## config.mk

```make
export PLATFORM = sky130hd
export DESIGN_NAME = video_source_arbiter_flat
export DESIGN_NICKNAME = d
export VERILOG_FILES = /design/src/rtl/video_pkg.sv /design/src/rtl/video_source_arbiter_if.sv /design/src/rtl/video_source_arbiter_rr_pick.sv /design/src/rtl/video_source_arbiter.sv /design/src/flat_wrapper.sv
export SDC_FILE = /design/constraint.sdc
export NUM_CORES = 1
export LEC_CHECK = 0
export ABC_AREA = 0
export CORE_ASPECT_RATIO = 1.1
export CORE_MARGIN = 3
export CORE_UTILIZATION = 35
export DETAILED_ROUTE_END_ITERATION = 8
export DONT_BUFFER_PORTS = 1
export GPL_ROUTABILITY_DRIVEN = 0
export GPL_TIMING_DRIVEN = 0
export PLACE_DENSITY = 0.53
export SYNTH_ARGS = -nofsm -noshare
export SYNTH_HDL_FRONTEND = slang
export SYNTH_SLANG_ARGS = --single-unit
export TNS_END_PERCENT = 50
```

## constraint.sdc

```tcl
create_clock -name clk_25mhz -period 3.5 [get_ports clk_25mhz]
set_input_delay 0.7 -clock clk_25mhz [delete_from_list [all_inputs] [get_ports clk_25mhz]]
set_output_delay 0.7 -clock clk_25mhz [all_outputs]
set_load 0.02 [all_outputs]
```

## src/rtl/video_pkg.sv

```systemverilog
// Shared video constants: default pixel width, color constants and RGB field offsets.
package video_pkg;

   localparam int PIX_W_DEF = 24;
   localparam int COMP_W    = 8;

   // Field offsets inside a packed {red, grn, blu} pixel
   localparam int RED_LSB = 16;
   localparam int GRN_LSB = 8;
   localparam int BLU_LSB = 0;

   localparam logic [PIX_W_DEF-1:0] BLACK  = 24'h000000;
   localparam logic [PIX_W_DEF-1:0] WHITE  = 24'hFFFFFF;
   localparam logic [PIX_W_DEF-1:0] BG_DEF = BLACK;

   // Pack three color components into one pixel
   function automatic logic [PIX_W_DEF-1:0] rgb(input logic [COMP_W-1:0] r,
                                                input logic [COMP_W-1:0] g,
                                                input logic [COMP_W-1:0] b);
      return {r, g, b};
   endfunction

endpackage

```

## src/rtl/video_source_arbiter_if.sv

```systemverilog
// Encoder/source bundle around the arbiter: i_* flow into the arbiter, o_* flow out.
interface video_source_arbiter_if
   import video_pkg::*;
#(
   parameter int NUM_SRC = 4,
   parameter int PIX_W   = PIX_W_DEF
);

   logic [NUM_SRC-1:0]       i_req;
   logic                     i_rd;
   logic                     i_newline;
   logic                     i_newframe;
   logic [NUM_SRC*PIX_W-1:0] i_pixel;

   logic [NUM_SRC-1:0]       o_rd;
   logic [NUM_SRC-1:0]       o_newline;
   logic [NUM_SRC-1:0]       o_newframe;
   logic [PIX_W-1:0]         o_pixel;
   logic [NUM_SRC-1:0]       o_grant;
   logic                     o_active;

   // Encoder plus sources side
   modport master (
      output i_req, i_rd, i_newline, i_newframe, i_pixel,
      input  o_rd, o_newline, o_newframe, o_pixel, o_grant, o_active
   );

   // Arbiter side
   modport slave (
      input  i_req, i_rd, i_newline, i_newframe, i_pixel,
      output o_rd, o_newline, o_newframe, o_pixel, o_grant, o_active
   );

endinterface

```

## src/rtl/video_source_arbiter_rr_pick.sv

```systemverilog
// Round-robin picker: first set request bit at or above i_start, wrapping modulo NUM_SRC.
module rr_pick #(
   parameter  int NUM_SRC = 4,
   localparam int IW      = $clog2(NUM_SRC)
) (
   input  logic [NUM_SRC-1:0] i_req,
   input  logic [IW-1:0]      i_start,
   output logic               o_found,
   output logic [IW-1:0]      o_idx
);

   logic [IW-1:0] w_cand;

   // Walk candidates upward from the start; the first hit wins
   always_comb begin
      o_found = 1'b0;
      o_idx   = '0;
      w_cand  = '0;
      for (int k = 0; k < NUM_SRC; k++) begin
         w_cand = IW'((int'(i_start) + k) % NUM_SRC);
         if (!o_found && i_req[w_cand]) begin
            o_found = 1'b1;
            o_idx   = w_cand;
         end
      end
   end

endmodule

```

## src/rtl/video_source_arbiter.sv

```systemverilog
// Frame-synchronous arbiter sharing one encoder pixel stream among NUM_SRC sources.
// Ownership only moves on i_newframe cycles so frames are never torn.
module video_source_arbiter
   import video_pkg::*;
#(
   parameter int                NUM_SRC    = 4,
   parameter int                PIX_W      = PIX_W_DEF,
   parameter int                MIN_FRAMES = 2,
   parameter logic [PIX_W-1:0]  BG_COLOR   = PIX_W'(BG_DEF)
) (
   input  logic                  clk_25mhz,
   input  logic                  reset,
   video_source_arbiter_if.slave bus
);

   localparam int IW = $clog2(NUM_SRC);
   localparam logic [IW-1:0] LAST_IDX = IW'(NUM_SRC - 1);
   localparam logic [7:0]    HOLD_LIM = 8'(MIN_FRAMES - 1);

   logic [IW-1:0] r_owner;
   logic          r_valid;
   logic [7:0]    r_hold;
   logic [IW-1:0] r_rr;

   logic [IW-1:0] w_owner_nx;
   logic          w_valid_nx;
   logic [7:0]    w_hold_nx;
   logic [IW-1:0] w_rr_nx;
   logic [IW-1:0] w_start;
   logic          w_found;
   logic [IW-1:0] w_pick;
   logic          w_take;
   logic [NUM_SRC-1:0] w_grant;

   // Search starts after the owner when owned, at the rr pointer when idle
   always_comb begin
      w_start = r_rr;
      if (r_valid)
         w_start = (r_owner == LAST_IDX) ? '0 : r_owner + 1'b1;
   end

   rr_pick #(.NUM_SRC(NUM_SRC)) u_pick (
      .i_req   (bus.i_req),
      .i_start (w_start),
      .o_found (w_found),
      .o_idx   (w_pick)
   );

   // Next-state arbitration, evaluated only on new-frame cycles
   always_comb begin
      w_owner_nx = r_owner;
      w_valid_nx = r_valid;
      w_hold_nx  = r_hold;
      w_rr_nx    = r_rr;
      w_take     = 1'b0;
      if (bus.i_newframe) begin
         if (!r_valid) begin
            w_take = w_found;
         end else if (!bus.i_req[r_owner]) begin
            // Owner released: hand over, or fall idle (rr already points past it)
            w_take = w_found;
            if (!w_found) begin
               w_valid_nx = 1'b0;
               w_hold_nx  = '0;
            end
         end else if (r_hold < HOLD_LIM) begin
            w_hold_nx = r_hold + 8'd1;
         end else begin
            // Hold expired: yield only to a different requester, else keep (counter stays put)
            w_take = w_found && (w_pick != r_owner);
         end
         if (w_take) begin
            w_owner_nx = w_pick;
            w_valid_nx = 1'b1;
            w_hold_nx  = '0;
            w_rr_nx    = (w_pick == LAST_IDX) ? '0 : w_pick + 1'b1;
         end
      end
   end

   // Arbitration state register with synchronous reset
   always_ff @(posedge clk_25mhz) begin
      if (reset) begin
         r_owner <= '0;
         r_valid <= 1'b0;
         r_hold  <= '0;
         r_rr    <= '0;
      end else begin
         r_owner <= w_owner_nx;
         r_valid <= w_valid_nx;
         r_hold  <= w_hold_nx;
         r_rr    <= w_rr_nx;
      end
   end

   // Grant decode, zero-latency strobe forwarding and pixel mux
   always_comb begin
      w_grant = '0;
      if (r_valid)
         w_grant[r_owner] = 1'b1;
   end

   assign bus.o_grant    = w_grant;
   assign bus.o_active   = r_valid;
   assign bus.o_rd       = {NUM_SRC{bus.i_rd}} & w_grant;
   assign bus.o_newline  = {NUM_SRC{bus.i_newline}};
   assign bus.o_newframe = {NUM_SRC{bus.i_newframe}};
   assign bus.o_pixel    = r_valid ? bus.i_pixel[r_owner*PIX_W +: PIX_W] : BG_COLOR;

   // The grant is never more than one source
   a_grant_onehot0: assert property (@(posedge clk_25mhz) $onehot0(bus.o_grant));

endmodule

```

## src/flat_wrapper.sv

```systemverilog
// flat-port wrapper written by rule: the top's interface ports become plain ports
module video_source_arbiter_flat import video_pkg::*;
#(
   parameter int                NUM_SRC    = 4,
   parameter int                PIX_W      = PIX_W_DEF,
   parameter int                MIN_FRAMES = 2,
   parameter logic [PIX_W-1:0]  BG_COLOR   = PIX_W'(BG_DEF)
)
  (clk_25mhz, reset, bus_i_req, bus_i_rd, bus_i_newline, bus_i_newframe, bus_i_pixel, bus_o_rd, bus_o_newline, bus_o_newframe, bus_o_pixel, bus_o_grant, bus_o_active);
  video_source_arbiter_if #(.NUM_SRC(NUM_SRC), .PIX_W(PIX_W)) bus_i ();
  input  logic clk_25mhz;
  input  logic reset;
  input wire logic [$bits(bus_i.i_req)-1:0] bus_i_req;
  input wire logic [$bits(bus_i.i_rd)-1:0] bus_i_rd;
  input wire logic [$bits(bus_i.i_newline)-1:0] bus_i_newline;
  input wire logic [$bits(bus_i.i_newframe)-1:0] bus_i_newframe;
  input wire logic [$bits(bus_i.i_pixel)-1:0] bus_i_pixel;
  output wire logic [$bits(bus_i.o_rd)-1:0] bus_o_rd;
  output wire logic [$bits(bus_i.o_newline)-1:0] bus_o_newline;
  output wire logic [$bits(bus_i.o_newframe)-1:0] bus_o_newframe;
  output wire logic [$bits(bus_i.o_pixel)-1:0] bus_o_pixel;
  output wire logic [$bits(bus_i.o_grant)-1:0] bus_o_grant;
  output wire logic [$bits(bus_i.o_active)-1:0] bus_o_active;
  assign bus_i.i_req = bus_i_req;
  assign bus_i.i_rd = bus_i_rd;
  assign bus_i.i_newline = bus_i_newline;
  assign bus_i.i_newframe = bus_i_newframe;
  assign bus_i.i_pixel = bus_i_pixel;
  assign bus_o_rd = bus_i.o_rd;
  assign bus_o_newline = bus_i.o_newline;
  assign bus_o_newframe = bus_i.o_newframe;
  assign bus_o_pixel = bus_i.o_pixel;
  assign bus_o_grant = bus_i.o_grant;
  assign bus_o_active = bus_i.o_active;
  video_source_arbiter #(.NUM_SRC(NUM_SRC), .PIX_W(PIX_W), .MIN_FRAMES(MIN_FRAMES), .BG_COLOR(BG_COLOR)) u_core (.clk_25mhz(clk_25mhz), .reset(reset), .bus(bus_i));
endmodule
```

==> results by group, run 1 <==
STA
  – Worst Clk Skew: 0.00458 ns
  – Final setup vio count: 0
  – Slew headroom: 60.5%
  – Slew @ Worst Pin: 0.588 ns
  – Max Slew Vio Count: 0
  – RSZ-0062 raised after global routing: false
  – Tmin final: 3.21 ns
  – Hold Violations, Final: 0
  – Crit share post-route: 91.8%
  – Peak Freq: 0.311 GHz
  – Setup Total Neg Slack: 0 ns

Worst setup path
  – Critical path class: register to register
  – WP data required: 3.63 ns
  – CP startpoint: u_core.r_owner[0]$_SDFFE_PP0P_
  – CP Launch Type: register
  – Critical path endpoint category: register
  – Arrival @ worst endpoint: 3.34 ns
  – Critical path fanouts, max: 10
  – Worst r2r src: u_core.r_owner[0]$_SDFFE_PP0P_

Power and ir drop
  – Leak: 0.664 nW
  – Reg power frac: 25.0%
  – PwrDens: 354 mW/mm2
  – Switching share of power: 38.8%
  – Clock power share: 20.4%
  – P_int: 0.407 mW
  – Psw: 0.258 mW
  – Logic pwr share: 54.6%
  – Max VDD drop: 180 uV

Final layout
  – Layout cells sized above 1: 27.8%
  – Area grow syn2layout: 7.29%
  – Diodes inserted: 0
  – Finished Layout Cells: 236
  – Layout Nets: 292

Synth
  – Synthesized area per cell: 10.0 um2
  – Asr flop ratio synth: 0%
  – Mapped Area: 0.00175 mm2
  – Number of synthesized flops with an enable pin: 0
  – Distinct cells, synth: 38
  – Seq cells post-synth: 13
  – Post-Syn Instances: 175
  – Post-Syn Nets: 286
  – Seq/Total Area, Yosys: 14.9%
  – Synth Flop Type: dfxtp_1
  – Synth Warn #: 0

Clock tree
  – CTS tree: yes
  – Clock buffer depth: 2
  – Root Buffer: clkbuf_8
  – Total CTS buffers: 3
  – CTS sink cnt: 13
  – Latest clock arrival within the worst-skew pair: 0.24 ns
  – H-tree depth: 1
  – Reg clk slew, reported paths: 0.06 ns

Global routing
  – GRT overflow: 0
  – First-pass GRT wire length: 7000 um
  – Total track usage: 15.3%
  – Largest net degree at the start of global routing: 11
  – Vias in the first global route: 1487
  – Initial antenna violation count: 0

Routing
  – Drt drc: 0
  – TritonRoute pass-1 iters: 4
  – Routed length per placed instance: 21.1 um
  – Vias: 1463
  – Vias/cell: 6.20
  – ANT nets after route: 0
  – Final wirelength: 4980 um
  – 1st-iter DRT viols: 47

Worst hold path
  – Hold Startpoint: u_core.r_rr[1]$_SDFFE_PP0P_
  – Hold Crit Class: register to register

Place
  – Placed instance count: 231
  – Post-DP HPWL: 4310 um
  – Port buffer count: 0

Status
  – Status: finished, final reports clean

Floorplanning
  – Core Region: 0.00475 mm2
  – Die Footprint: 0.00589 mm2
  – Initial core utilization: 36.9%
  – Die H: 80.2 um
  – Die width: 73.4 um
  – IO Pins: 146
  – # rows: 26

Run
  – Max cap viols: 0
[synthesized netlist by cell type, types with 2 or more instances]
cell / n / area share (%)
clkbuf_1: 7 / 1.5
and3_1: 7 / 2.5
nor2_1: 6 / 1.3
nor2b_1: 2 / 0.71
o21ai_1: 4 / 1.1
buf_4: 8 / 3.4
and2_1: 29 / 10
buf_2: 4 / 1.1
inv_1: 12 / 2.6
a31oi_1: 3 / 1.1
nand2_1: 5 / 1.1
nand3_1: 8 / 2.3
nand2b_1: 3 / 1.1
buf_1: 2 / 0.43
mux4_2: 25 / 32
nor4_1: 2 / 0.71
ha_1: 6 / 4.3
dfxtp_1: 13 / 15
o32ai_1: 6 / 3.0
xnor2_1: 2 / 1.0
mux2i_1: 4 / 2.3
[routing by layer]
layer	vias up	track usage (%)	part of all wire [%]
met2	85	30.2	57
met1	714	15.9	33
met3	10	2.13	8.2
met4	0	5.07	1.8
met5	-	0	0
li1	654	-	-
[metrics by stage]
| step | area [um2] | power [mW] | worst slack (ns) | util [%] | hold slack, ns |
|---|---|---|---|---|---|
| after floorplan | 1750 | 0.477 | 0.471 | - | 0.446 |
| after global placement | 1820 | 0.520 | 0.166 | 38.3 | 0.473 |
| after detailed placement | 1820 | 0.527 | 0.0870 | 38.3 | 0.474 |
| after CTS | 1870 | 0.664 | 0.0561 | 39.3 | 0.481 |
| after global routing | 1880 | 0.710 | 0.00367 | 39.5 | 0.514 |
| final | 1880 | 0.665 | 0.289 | 39.5 | 0.475 |
[cells by family (layout without fill, tap and decap cells)]
family / after synthesis / after routing / synth area share, %
mux: 31 / 31 / 35.9
flops: 13 / 13 / 14.9
compound gates: 19 / 19 / 8.93
buf+inv: 33 / 38 / 9.08
simple gates: 70 / 70 / 25.0
xor+xnor: 3 / 3 / 1.93
fa+ha+maj: 6 / 6 / 4.29
[path summary, 6_finish.rpt]
kind,endpoint,slack [ns],cells past startpoint
worst max-delay path,u_core.r_rr[0]$_SDFFE_PP0P_,0.29,10
worst min-delay path,u_core.r_rr[1]$_SDFFE_PP0P_,0.48,2
worst max register to register,u_core.r_rr[0]$_SDFFE_PP0P_,0.29,10
worst min register to register,u_core.r_rr[1]$_SDFFE_PP0P_,0.48,2
[flip-flops by register name, indices dropped and copies added (netlist names)]
register             flops
u_core.r_hold            8
u_core.r_owner           2
u_core.r_rr              2
u_core.bus.o_active      1
[placed cells by master, fill, tap and decap left out, types with 3 or more instances in the layout]
master | synthesis | routed
buf_4 | 8 | 9
nand3_1 | 8 | 8
dfxtp_1 | 13 | 13
nand2b_1 | 3 | 3
nand2_1 | 5 | 5
nor2_1 | 6 | 6
clkbuf_1 | 7 | 8
clkbuf_8 | 0 | 3
a31oi_1 | 3 | 3
ha_1 | 6 | 6
o21ai_1 | 4 | 4
inv_1 | 12 | 12
mux4_2 | 25 | 25
o32ai_1 | 6 | 6
mux2i_1 | 4 | 4
and2_1 | 29 | 29
and3_1 | 7 | 7
[power groups by stage]
stage          clock (mW)  combinational (mW)  sequential [mW]
5_1_grt             0.148               0.394            0.168
2_1_floorplan           0               0.310            0.167
3_3_place_gp            0               0.350            0.170
3_5_place_dp            0               0.358            0.170
4_1_cts             0.138               0.359            0.167
6_report            0.135               0.363            0.166
[critical path, stage by stage, from the launching register on]
cell      delay (ns)
dfxtp_1         0.39
clkbuf_4        0.29
clkbuf_4        0.30
inv_1           0.09
ha_1            0.31
mux2i_2         0.36
o32ai_1         0.19
a311oi_2        0.41
xnor2_1         0.20
a31oi_4         0.22
mux2_1          0.34
[layout make-up]
cell class	count	area [um2]
clock buffer	4	45.0
buffer	21	119
multi-input combinational	129	1330
inverter	12	45.0
fill	466	2870
timing repair buffer	1	7.51
tap	56	70.1
sequential	13	260
[what timing repair did]
action                                  in CTS  in global routing
hold buffers                                 0                  0
endpoints found under the setup margin       0                  9
resized for setup                            0                  2
hold endpoints to repair                     0                  0
setup buffers                                0                  1
Note: power is estimated with default switching activity, not from simulation.
==> run 2, diff against run 1 <==
--- a/config.mk
+++ b/config.mk
@@ -8,12 +8,10 @@
 export ABC_AREA = 0
 export CORE_ASPECT_RATIO = 1.1
 export CORE_MARGIN = 3
-export CORE_UTILIZATION = 35
+export CORE_UTILIZATION = 33
 export DETAILED_ROUTE_END_ITERATION = 8
-export DONT_BUFFER_PORTS = 1
 export GPL_ROUTABILITY_DRIVEN = 0
-export GPL_TIMING_DRIVEN = 0
-export PLACE_DENSITY = 0.53
+export PLACE_DENSITY = 0.86
 export SYNTH_ARGS = -nofsm -noshare
 export SYNTH_HDL_FRONTEND = slang
 export SYNTH_SLANG_ARGS = --single-unit
==> results by group, run 2 (same netlist as run 1, synthesis figures left out) <==
Final layout
  – Cell area after layout: 0.00319 mm2
  – Max reg flops: 8
  – Finished Layout Cells: 360
  – Largest regs: u_core.r_hold x8, u_core.r_owner x2, u_core.r_rr x2
  – Most common cell after layout, fill and taps aside: clkdlybuf4s50_1
  – Reg with most FFs: u_core.r_hold
  – Layout cells sized above 1: 13.9%
  – Diodes inserted: 0
  – Number of fill cells: 422
  – Commonest non-fill, non-tap cells in the layout: 140 x clkdlybuf4s50_1, 29 x and2_1, 25 x mux4_2, 12 x inv_1, 12 x dfxtp_1
  – Area grow syn2layout: 82.1%
  – Layout Nets: 414

Global routing
  – Largest net degree at the start of global routing: 29
  – GRT overflow: 0
  – Vias in the first global route: 1838
  – First-pass GRT wire length: 9390 um
  – Total track usage: 20.4%
  – Initial antenna violation count: 0

Clock tree
  – Clock buffer depth: 2
  – CTS Hold Bufs: 0
  – CTS sink cnt: 13
  – Root Buffer: clkbuf_8
  – Total CTS buffers: 3
  – Reg clk slew, reported paths: 0.05 ns
  – H-tree depth: 1
  – CTS tree: yes
  – Setup bufs post-CTS: 0
  – Post_cts resized: 0
  – Latest clock arrival within the worst-skew pair: 0.24 ns

Place
  – Area after DPL: 0.00314 mm2
  – DP Worst Slack: 0.446 ns
  – Post-DP HPWL: 5580 um
  – Port buffer count: 140
  – Placed instance count: 356

Floorplanning
  – Initial core utilization: 34.5%
  – Die width: 75.4 um
  – # rows: 27
  – Die Footprint: 0.00622 mm2
  – IO Pins: 146
  – Core Region: 0.00507 mm2
  – Die H: 82.4 um

Routing
  – Final wirelength: 6750 um
  – 1st-iter DRT viols: 66
  – TritonRoute pass-1 iters: 4
  – Drt drc: 0
  – Routed length per placed instance: 18.7 um
  – Vias: 1901
  – ANT nets after route: 0
  – Vias/cell: 5.28

Worst setup path
  – Critical path class: primary input to output pin
  – WP data required: 2.80 ns
  – Critical path endpoint category: output pin
  – Worst path cell trace: clkdlybuf4s50_1 -> mux4_2 -> and2_1 -> clkdlybuf4s50_1
  – Crit-path max cell delay: 0.53 ns
  – Arrival @ worst endpoint: 2.37 ns
  – CP Launch Type: primary input
  – Critical path fanouts, max: 1
  – Largest delay share family, worst path: buffers and inverters
  – Worst Path Buf+Inv: 2
  – CP max-delay cell: clkdlybuf4s50_1
  – Crit-path most repeated cell: clkdlybuf4s50_1

Power and ir drop
  – Max VDD drop: 248 uV
  – PwrDens: 260 mW/mm2
  – Leak: 1.15 nW

STA
  – Final setup vio count: 0
  – Max Slew Vio Count: 0
  – Crit share post-route: 87.8%
  – RSZ-0062 raised after global routing: false
  – Peak Freq: 0.325 GHz
  – Setup WS post-layout: 0.427 ns
  – Hold WS: 0.485 ns
  – Setup Total Neg Slack: 0 ns
  – Slew headroom: 60.6%
  – Tmin final: 3.07 ns
  – Slew @ Worst Pin: 0.587 ns
  – Hold Violations, Final: 0
  – Worst Clk Skew: 0.00444 ns

Status
  – Status: finished, final reports clean

Worst hold path
  – Hold Crit Class: register to register

Run
  – Max cap viols: 0
run 2: layout make-up:
type                    instances  area (um2)  area share [%]
clock buffers                   4        45.0            1.41
flip-flops and latches         13         262            8.21
repair buffers                144        1430            44.9
well taps                      58        72.6            2.28
multi-input cells             129        1330            41.8
inverters                      12        45.0            1.41
run 2: tightest hold or removal path, delay by kind of cell, from the launching register on:
family / cells / cell delay [ns]
flip-flops: 1 / 0.32
AND/OR/NAND/NOR: 1 / 0.07
AO/OA/AOI/OAI: 1 / 0.05
run 2: through the flow:
stage               total power [mW]  utilization (%)
finish                         0.828             62.9
floorplan                      0.477                -
CTS                            0.833             62.9
global route                   0.874             62.9
detailed placement             0.696             62.0
global placement               0.688             62.0
run 2: power by group:
group	total (mW)	switching, mW	internal [mW]
Sequential	0.168	0.0103	0.158
Combinational	0.524	0.218	0.306
Clock	0.136	0.0556	0.0805
run 2: worst paths after layout:
check	slack (ns)	cells after the start	to	startpoint
worst max-delay path	0.43	4	bus_o_pixel[10]	bus_i_pixel[82]
worst min-delay path	0.48	2	u_core.r_hold[2]$_SDFFE_PP0P_	u_core.r_hold[2]$_SDFFE_PP0P_
worst max register to register	0.84	8	u_core.r_rr[0]$_SDFFE_PP0P_	u_core.r_owner[0]$_SDFFE_PP0P_
worst min register to register	0.48	2	u_core.r_hold[2]$_SDFFE_PP0P_	u_core.r_hold[2]$_SDFFE_PP0P_
run 2: metal layers:
| metal | track usage, % | vias to the layer above | wire length [um] |
|---|---|---|---|
| met5 | 0 | - | 0 |
| met4 | 4.90 | 0 | 79 |
| met3 | 4.12 | 8 | 591 |
| met2 | 36.3 | 86 | 3360 |
| met1 | 24.9 | 907 | 2720 |
| li1 | - | 900 | - |
==> run 3, diff against run 2 <==
--- a/config.mk
+++ b/config.mk
@@ -8,10 +8,10 @@
 export ABC_AREA = 0
 export CORE_ASPECT_RATIO = 1.1
 export CORE_MARGIN = 3
-export CORE_UTILIZATION = 33
+export CORE_UTILIZATION = 30
 export DETAILED_ROUTE_END_ITERATION = 8
 export GPL_ROUTABILITY_DRIVEN = 0
-export PLACE_DENSITY = 0.86
+export PLACE_DENSITY = 0.83
 export SYNTH_ARGS = -nofsm -noshare
 export SYNTH_HDL_FRONTEND = slang
 export SYNTH_SLANG_ARGS = --single-unit
==> constraint.sdc (replaced) <==
create_clock -name clk_25mhz -period 2.5 [get_ports clk_25mhz]
set_input_delay 0.5 -clock clk_25mhz [delete_from_list [all_inputs] [get_ports clk_25mhz]]
set_output_delay 0.5 -clock clk_25mhz [all_outputs]
set_load 0.02 [all_outputs]
==> results by group, run 3 (same netlist as run 1, synthesis figures left out) <==
Status
  – Status: finished, final reports clean

STA
  – Peak Freq: 0.411 GHz
  – RSZ-0062 raised after global routing: false
  – Hold Violations, Final: 0
  – Tmin final: 2.43 ns
  – Worst Clk Skew: 0.00135 ns
  – Final setup vio count: 0
  – Slew headroom: 60.3%
  – Max Slew Vio Count: 0
  – Crit share post-route: 97.2%
  – Slew @ Worst Pin: 0.592 ns

Clock tree
  – Setup bufs post-CTS: 0
  – H-tree depth: 1
  – Root Buffer: clkbuf_8
  – CTS tree: yes
  – CTS Hold Bufs: 0
  – Reg clk slew, reported paths: 0.05 ns
  – CTS sink cnt: 13
  – Clock buffer depth: 2
  – Total CTS buffers: 3
  – Latest clock arrival within the worst-skew pair: 0.24 ns

Global routing
  – Vias in the first global route: 2027
  – GRT overflow: 0
  – Largest net degree at the start of global routing: 38
  – Total track usage: 20.4%
  – First-pass GRT wire length: 10900 um
  – Initial antenna violation count: 0

Worst setup path
  – Critical path fanouts, max: 1
  – Critical path class: primary input to output pin
  – CP Launch Type: primary input
  – WP data required: 2.00 ns
  – Arrival @ worst endpoint: 1.93 ns
  – Critical path endpoint category: output pin

Routing
  – Routed length per placed instance: 17.6 um
  – Vias: 1965
  – 1st-iter DRT viols: 49
  – Final wirelength: 6910 um
  – TritonRoute pass-1 iters: 4
  – ANT nets after route: 0
  – Vias/cell: 5.00
  – Drt drc: 0

Power and ir drop
  – PwrDens: 360 mW/mm2
  – Max VDD drop: 186 uV
  – Leak: 1.34 nW

Final layout
  – Diodes inserted: 0
  – Layout cells sized above 1: 19.8%
  – Cell area after layout: 0.00335 mm2
  – Commonest non-fill, non-tap cells in the layout: 115 x clkdlybuf4s50_1, 29 x and2_1, 25 x mux4_2, 23 x dlygate4sd2_1, 18 x buf_4
  – Largest regs: u_core.r_hold x8, u_core.r_owner x2, u_core.r_rr x2
  – Max reg flops: 8
  – Core Util, Final: 61.0%
  – Most common cell after layout, fill and taps aside: clkdlybuf4s50_1
  – Reg with most FFs: u_core.r_hold
  – Area grow syn2layout: 91.6%
  – Layout Nets: 430

Floorplanning
  – # rows: 28
  – IO Pins: 146
  – Initial core utilization: 31.8%
  – Die Footprint: 0.00679 mm2
  – Core Region: 0.00550 mm2
  – Die H: 86.1 um
  – Die width: 78.8 um

Place
  – Post-DP HPWL: 5920 um
  – Area after DPL: 0.00334 mm2
  – Port buffer count: 140

Worst hold path
  – Hold Crit Class: register to register

Run
  – Max cap viols: 0
==> run 3: changes by cell type in the layout (fill, tap and decap cells not counted), sizes merged <==
cell           before  now
dlygate4sd2         0   23
clkbuf              4    5
buf                 4   20
clkdlybuf4s50     140  115
dlymetal6s2s        0    1
==> run 3: metal layers <==
metal	share of wire [%]	vias to the layer above	global-route usage [%]	wire, um
met5	0	-	0	0
met4	1.9	0	5.00	129
met2	49	101	35.7	3370
li1	-	934	-	-
met1	37	920	24.0	2550
met3	12	10	6.93	853
==> run 3: critical path: stages <==
cell	delay, ns
clkdlybuf4s50_1	0.40
mux4_2	0.46
and2_1	0.22
dlygate4sd2_1	0.34
==> run 3: layout make-up <==
class,count,area [um2]
fill,472,2150
timing repair buffer,160,1540
inverter,12,45.0
sequential,13,262
clock buffer,4,45.0
multi-input combinational,129,1370
tap,75,93.8
==> run 3: final timing paths <==
check,start,end,slack [ns],cells after the start
max,bus_i_pixel[59],bus_o_pixel[11],0.07,4
min,u_core.r_hold[2]$_SDFFE_PP0P_,u_core.r_hold[2]$_SDFFE_PP0P_,0.48,2
max reg2reg,u_core.r_owner[1]$_SDFFE_PP0P_,u_core.r_rr[0]$_SDFFE_PP0P_,0.12,8
min reg2reg,u_core.r_hold[2]$_SDFFE_PP0P_,u_core.r_hold[2]$_SDFFE_PP0P_,0.48,2
==> run 3: per-stage QoR <==
| stage | power, mW | hold slack, ns | setup WS, ns | instances | setup TNS (ns) |
|---|---|---|---|---|---|
| finish | 1.21 | 0.484 | 0.0697 | 393 | 0 |
| global route | 1.29 | 0.514 | 0.00586 | 393 | 0 |
| CTS | 1.22 | 0.479 | 0.00782 | 393 | 0 |
| detailed placement | 1.06 | 0.473 | -0.208 | 389 | -2.18 |
| global placement | 1.04 | 0.464 | -0.229 | 389 | -1.76 |
| floorplan | 0.704 | 0.453 | 0.0124 | 175 | 0 |
==> run 3: report_power, final <==
group	switching (mW)	internal (mW)	leakage, nW
Clock	0.0714	0.112	0.0228
Sequential	0.0152	0.221	0.106
Combinational	0.326	0.462	1.21
==> run 3: timing repair <==
action	4_1_cts	5_1_grt
gates cloned	0	0
resized for setup	25	3
hold endpoints to repair	0	0
endpoints found under the setup margin	24	2
